==> src/rtl/vga_scan_compositor.sv <==
// vga_scan_compositor: 640x480@60 raster timing master and registered colour/sync output stage.
// Optional frame counter output is enabled by defining VGA_FRAME_CNT_EN.
module vga_scan_compositor #(
    parameter int H_ACTIVE = 640,
    parameter int H_FP     = 16,
    parameter int H_SYNC   = 96,
    parameter int H_BP     = 48,
    parameter int V_ACTIVE = 480,
    parameter int V_FP     = 10,
    parameter int V_SYNC   = 2,
    parameter int V_BP     = 33,
    parameter int PIPE     = 1
) (
    input  logic        clk,
    input  logic        rst_n,
    output logic [9:0]  posx,
    output logic [9:0]  posy,
    input  logic        sprite_visible,
    input  logic [23:0] sprite_rgb,
    input  logic [23:0] bg_rgb,
    output logic        hsync,
    output logic        vsync,
    output logic        blank_n,
    output logic        sync_n,
    output logic [7:0]  vga_r,
    output logic [7:0]  vga_g,
    output logic [7:0]  vga_b,
    output logic        frame_start
`ifdef VGA_FRAME_CNT_EN
    ,
    output logic [7:0]  frame_cnt
`endif
);
    localparam logic [9:0] H_LAST  = 10'(H_ACTIVE + H_FP + H_SYNC + H_BP - 1);
    localparam logic [9:0] V_LAST  = 10'(V_ACTIVE + V_FP + V_SYNC + V_BP - 1);
    localparam logic [9:0] HS_FROM = 10'(H_ACTIVE + H_FP);
    localparam logic [9:0] HS_TO   = 10'(H_ACTIVE + H_FP + H_SYNC - 1);
    localparam logic [9:0] VS_FROM = 10'(V_ACTIVE + V_FP);
    localparam logic [9:0] VS_TO   = 10'(V_ACTIVE + V_FP + V_SYNC - 1);

    logic [9:0]  hcnt, vcnt, h_nxt, v_nxt;
    logic [2:0]  raw, dly;
    logic [23:0] rgb;

    assign h_nxt = (hcnt == H_LAST) ? 10'd0 : hcnt + 10'd1;
    assign v_nxt = (hcnt != H_LAST) ? vcnt : (vcnt == V_LAST) ? 10'd0 : vcnt + 10'd1;

    always_ff @(posedge clk or negedge rst_n) begin
        if (!rst_n) begin
            hcnt        <= 10'd0;
            vcnt        <= 10'd0;
            frame_start <= 1'b1;
        end else begin
            hcnt        <= h_nxt;
            vcnt        <= v_nxt;
            frame_start <= (h_nxt == 10'd0) && (v_nxt == 10'd0);
        end
    end

    assign posx = hcnt;
    assign posy = vcnt;

    // {active, hsync, vsync}; delay stages idle at 3'b011 (inactive, syncs high)
    assign raw = {(hcnt < 10'(H_ACTIVE)) && (vcnt < 10'(V_ACTIVE)),
                  !(hcnt >= HS_FROM && hcnt <= HS_TO),
                  !(vcnt >= VS_FROM && vcnt <= VS_TO)};

    generate
        if (PIPE == 0) begin : g_nopipe
            assign dly = raw;
        end else begin : g_pipe
            logic [2:0] sr [PIPE];
            always_ff @(posedge clk or negedge rst_n) begin
                if (!rst_n) begin
                    for (int i = 0; i < PIPE; i++) sr[i] <= 3'b011;
                end else begin
                    sr[0] <= raw;
                    for (int i = 1; i < PIPE; i++) sr[i] <= sr[i-1];
                end
            end
            assign dly = sr[PIPE-1];
        end
    endgenerate

    always_ff @(posedge clk or negedge rst_n) begin
        if (!rst_n) begin
            {blank_n, hsync, vsync} <= 3'b011;
            rgb                     <= 24'h0;
        end else begin
            {blank_n, hsync, vsync} <= dly;
            rgb                     <= dly[2] ? (sprite_visible ? sprite_rgb : bg_rgb) : 24'h0;
        end
    end

    assign {vga_r, vga_g, vga_b} = rgb;
    assign sync_n = 1'b0;

`ifdef VGA_FRAME_CNT_EN
    // the frame_start seen straight out of reset does not count
    logic seen;
    always_ff @(posedge clk or negedge rst_n) begin
        if (!rst_n) begin
            seen      <= 1'b0;
            frame_cnt <= 8'd0;
        end else if (frame_start) begin
            seen      <= 1'b1;
            frame_cnt <= seen ? frame_cnt + 8'd1 : frame_cnt;
        end
    end
`endif
endmodule

==> config.mk <==
export PLATFORM = sky130hd
export DESIGN_NAME = vga_scan_compositor
export DESIGN_NICKNAME = d
export VERILOG_FILES = /design/src/rtl/vga_scan_compositor.sv
export SDC_FILE = /design/constraint.sdc
export NUM_CORES = 1
export LEC_CHECK = 0
export CAP_MARGIN = 30
export CORE_MARGIN = 4
export CORE_UTILIZATION = 40
export DETAILED_ROUTE_END_ITERATION = 12
export DONT_BUFFER_PORTS = 1
export SYNTH_ARGS = -nofsm -noshare
export SYNTH_HDL_FRONTEND = slang
export SYNTH_SLANG_ARGS = --single-unit
==> constraint.sdc <==
create_clock -name clk -period 4.6 [get_ports clk]
set_input_delay 1.38 -clock clk [delete_from_list [all_inputs] [get_ports clk]]
set_output_delay 1.38 -clock clk [all_outputs]
set_load 0.005 [all_outputs]
* Word level (Yosys, flattened, before mapping)
Cells that the tools add are included.
** Storage, ports and cells
- Input bits :: 51
- Register bits after elaboration :: 51
- Word-level logic and storage cells :: 32
- Bits in latches :: 0
- Output and inout port bits :: 49
- ROM bits :: 0
- Memories kept :: 0
- RAM bits :: 0
** Cells by class
- Equality and inequality tests :: 3
- Add/sub/neg operators :: 2
- Divide/modulo/power cells :: 0
- Muxes and demuxes :: 5
- Bitwise logic cells :: 0
- Magnitude comparators :: 6
- Reduce and logical (&&, ||, !) cells :: 8
- Shift-type cells :: 0
- Multipliers :: 0
** Operator list (count)
- 24-bit two-way mux :: 2
- 10-bit two-way mux :: 3
- 10-bit by 1-bit adder with 10-bit output, second input constant :: 2
- 10-bit == test, second input constant :: 2
- 10-bit zero test :: 2
- 10-bit >= comparator, second input constant :: 1
- 10-bit by 9-bit >= comparator with 1-bit output, second input constant :: 1
- 10-bit less-or-equal comparator, second input constant :: 1
- 10-bit by 9-bit less-or-equal comparator with 1-bit output, second input constant :: 1
- 10-bit < comparator, second input constant :: 1
- 10-bit by 9-bit < comparator with 1-bit output, second input constant :: 1
- 10-bit != test, second input constant :: 1
- 1-bit logical AND :: 4
- 1-bit zero test :: 2

* Logic depth before layout (Yosys ltp)
- Depth after elaboration :: 5
- Gate-level depth with buffers :: 8
- Mapped depth without buffers :: 7

* Worst setup path after synthesis
Ideal clock, no wire load.
- Path kind :: input -> register
- From :: input port sprite_visible
- To :: register rgb[10]
- Data required time :: 4.480 ns
- Cell stages on the path :: 4
- Setup time :: 0.120 ns
- Setup slack :: 2.304 ns
- Path buffers :: 2
- Arrival time :: 2.176 ns
- Cells stage by stage :: clkbuf_1 buf_2 mux2i_1 nor2b_1
** Between the ends
- Word-level cells in the longest chain between the ends :: 2
** Ends and longest elaborated chain
- start: declaration :: line 18 : input logic sprite_visible,
- 24-bit two-way mux (2 in a row) :: line 91 : rgb <= dly[2] ? (sprite_visible ? sprite_rgb : bg_rgb) : 24'h0;
- end signal: assignment :: line 91
- end: declaration :: line 43 : logic [23:0] rgb;
No other way between the ends.

* Worst setup path after layout
- From :: register hcnt[4], in the netlist posx[4]
- To :: output port posx[4]
** RTL lines
- start: declaration :: line 41 : logic [9:0] hcnt, vcnt, h_nxt, v_nxt;
- start signal: assignment :: line 54 : hcnt <= h_nxt;
- end: declaration :: line 16 : output logic [9:0] posx,
No word-level cell between the ends.

==> results_dict.tcl <==
set metrics [dict create \
    outcome "finished clean" \
    syn-cell-area_mm2 0.00266 \
    end_kind "primary output" \
    wl_met1_mm 2.31 \
    wl_mm 5.64 \
    critPathRequiredTime_ps 3220 \
    leakagePower_nw 1.13 \
    hpwlAfterDp_mm 4.07 \
    cts_tree "built" \
    first_pass_iters 4 \
    p_per_area_mw_per_mm2 295 \
    syn_inst 246 \
    diodes 0 \
    period_needed_ps 2280 \
    cp_max_fo 14 \
    hp-class "reg -> reg" \
    yosysWarningCount 0 \
    clkTransAtPathRegs_ps 90 \
    setup_tns_ps 0 \
    netlist_top_cells_count "46 x dfrtp_1, 25 x mux2i_1, 24 x nor2b_1" \
    synth_top_area_frac 0.434 \
    synth_cell_type_count 53 \
    die_x_um 89.5 \
    port_buffers 0 \
    nets 288 \
    fmax_ghz 0.438 \
    grt_pass1_vias 1637 \
    wire_per_inst_um 18.1 \
    drv_slew 0 \
    setup_viol 0 \
    grt_util_all_layers 0.139 \
    finalHoldViolCount 0 \
    cap_viol_max_count 0 \
    final_util 0.427 \
    grt_max_degree 52 \
    vias 1757 \
    rsz0062_at_grt "no" \
    die_y_um 89.5 \
    cts_root_buf "clkbuf_8" \
    antenna_found_initial 0 \
    ant_nets 0 \
    core-area_mm2 0.00639 \
    cp-start-kind "flip-flop" \
    ioPinCount 100 \
    yosysTopAreaCell "dfrtp_1" \
    route.met2.wl_mm 2.73 \
    clk-insertion-delay-late_ps 300 \
    yosysSeqAreaShare 0.483 \
    gp_congestion 0.829 \
    drtIter0Drc 50 \
    ys.flop_type "dfrtp_1" \
    critPathArrivalTime_ps 900 \
    htreeDepth 2 \
    synth_area_leaders "dfrtp_1 43%, mux2i_1 9.4%, nor2b_1 5.7%, dfstp_2 4.9%, xnor2_1 2.3%" \
    top_layer_used "met4" \
    synth_nets 301 \
    synth-edff-count 0 \
    multi_input_area_mm2 0.00121 \
    overflow 0 \
    std_cell_rows 29 \
    wl_met3_um 582 \
    synth.most_common_cell "dfrtp_1" \
    die_area_mm2 0.00800 \
    relSlewSlack 0.612 \
    drc 0 \
    grt_pass1_wl_mm 8.52 \
    drive_gt1_frac 0.115 \
    via_per_inst 5.65 \
    ctsHoldBuffers 0 \
    crit_type "reg -> out" \
    cts_made_buffers 5 \
    ys_ff_latch 51 \
    cts_resized 0 \
    start_util 0.416 \
    fin_crit_sh 0.496 \
    cts_sinks 51 \
    skew_ps 3.44 \
    post_cts_buffers 0 \
    seq_area_mm2 0.00128 \
    syn_area_per_cell_um2 10.8 \
    peakVddDrop_v 0.000155 \
    syn_to_final_growth_pct 2.78 \
    clockBufferDepth 2 \
    tightest_slew_ps 582 \
    ys_async_sr_fraction 1.00 \
    nFillCells 618 \
]
## report_power, final
part | internal (W) | switching [W] | total, W
sequential | 0.000464 | 0.00000843 | 0.000473
clock | 0.000162 | 0.000148 | 0.000310
combinational | 0.0000143 | 0.00000774 | 0.0000221
total | 0.000641 | 0.000164 | 0.000805
## layer usage
metal | global-route usage | vias to the layer above
li1 | - | 836
met5 | 0 | -
met4 | 0.0406 | 0
met2 | 0.228 | 78
met3 | 0.0479 | 2
met1 | 0.174 | 841
## worst paths after layout
| check | start | endpoint | slack, ps | cells past startpoint |
|---|---|---|---|---|
| worst max-delay path | posx[4] | posx[4] | 2320 | 0 |
| worst min-delay path | dly[0] | vsync | 360 | 0 |
| worst max register to register | posy[0] | frame_start | 2540 | 6 |
| worst min register to register | dly[0] | vsync | 360 | 0 |
| max in group asynchronous | rst_n | vsync | 3660 | 0 |
| min in group asynchronous | rst_n | rgb[18] | 760 | 0 |
## layout by cell type (no fill, tap or decap), drive strengths merged, types with 3 or more instances in the layout
cell / count
o31ai: 3
mux2i: 25
xnor2: 7
nand3: 11
dfrtp: 46
clkinv: 3
clkbuf: 5
nor2b: 24
nor4: 4
nor3: 3
nor2: 9
nand2: 14
xor2: 5
a211oi: 3
ha: 4
dfstp: 5
nand4: 6
o21ai: 11
and3: 8
inv: 7
a21oi: 6
and4: 4
## registers in the layout (all words and copies together) (netlist names)
register / cells
blank_n: 1
vsync: 1
posx: 10
hsync: 1
rgb: 24
dly: 3
frame_start: 1
posy: 10
## logic make-up (layout without fill, tap and decap cells)
logic type | count (synthesis) | count (layout) | synth area share
DFF | 51 | 51 | 0.483
adders and majority gates | 4 | 4 | 0.0189
buffers and inverters | 28 | 16 | 0.0622
muxes | 25 | 25 | 0.0943
xor gates and xnor gates | 12 | 12 | 0.0396
AOI/OAI and AO/OA | 31 | 31 | 0.0754
other | 1 | 1 | 0.00141
and+or+nand+nor | 94 | 94 | 0.225
## area by class of cell
type	count	share of cell area
sequential	51	0.470
multi-input combinational	167	0.442
tap	77	0.0353
clock buffer	5	0.0252
clock inverter	3	0.0160
inverter	8	0.0110
## stage by stage
| stage | hold WS [ps] | instance area [µm²] | cells | setup WS [ps] | total power, W |
|---|---|---|---|---|---|
| 2_1_floorplan | 345 | 2660 | 246 | 2300 | 0.000505 |
| 3_3_place_gp | 347 | 2620 | 303 | 2580 | 0.000504 |
| 3_5_place_dp | 348 | 2620 | 303 | 2540 | 0.000505 |
| 4_1_cts | 362 | 2730 | 311 | 2280 | 0.000826 |
| 5_1_grt | 369 | 2730 | 311 | 2240 | 0.000854 |
| 6_report | 360 | 2730 | 311 | 2320 | 0.000805 |
No activity file was read; power rests on OpenSTA's default activity.
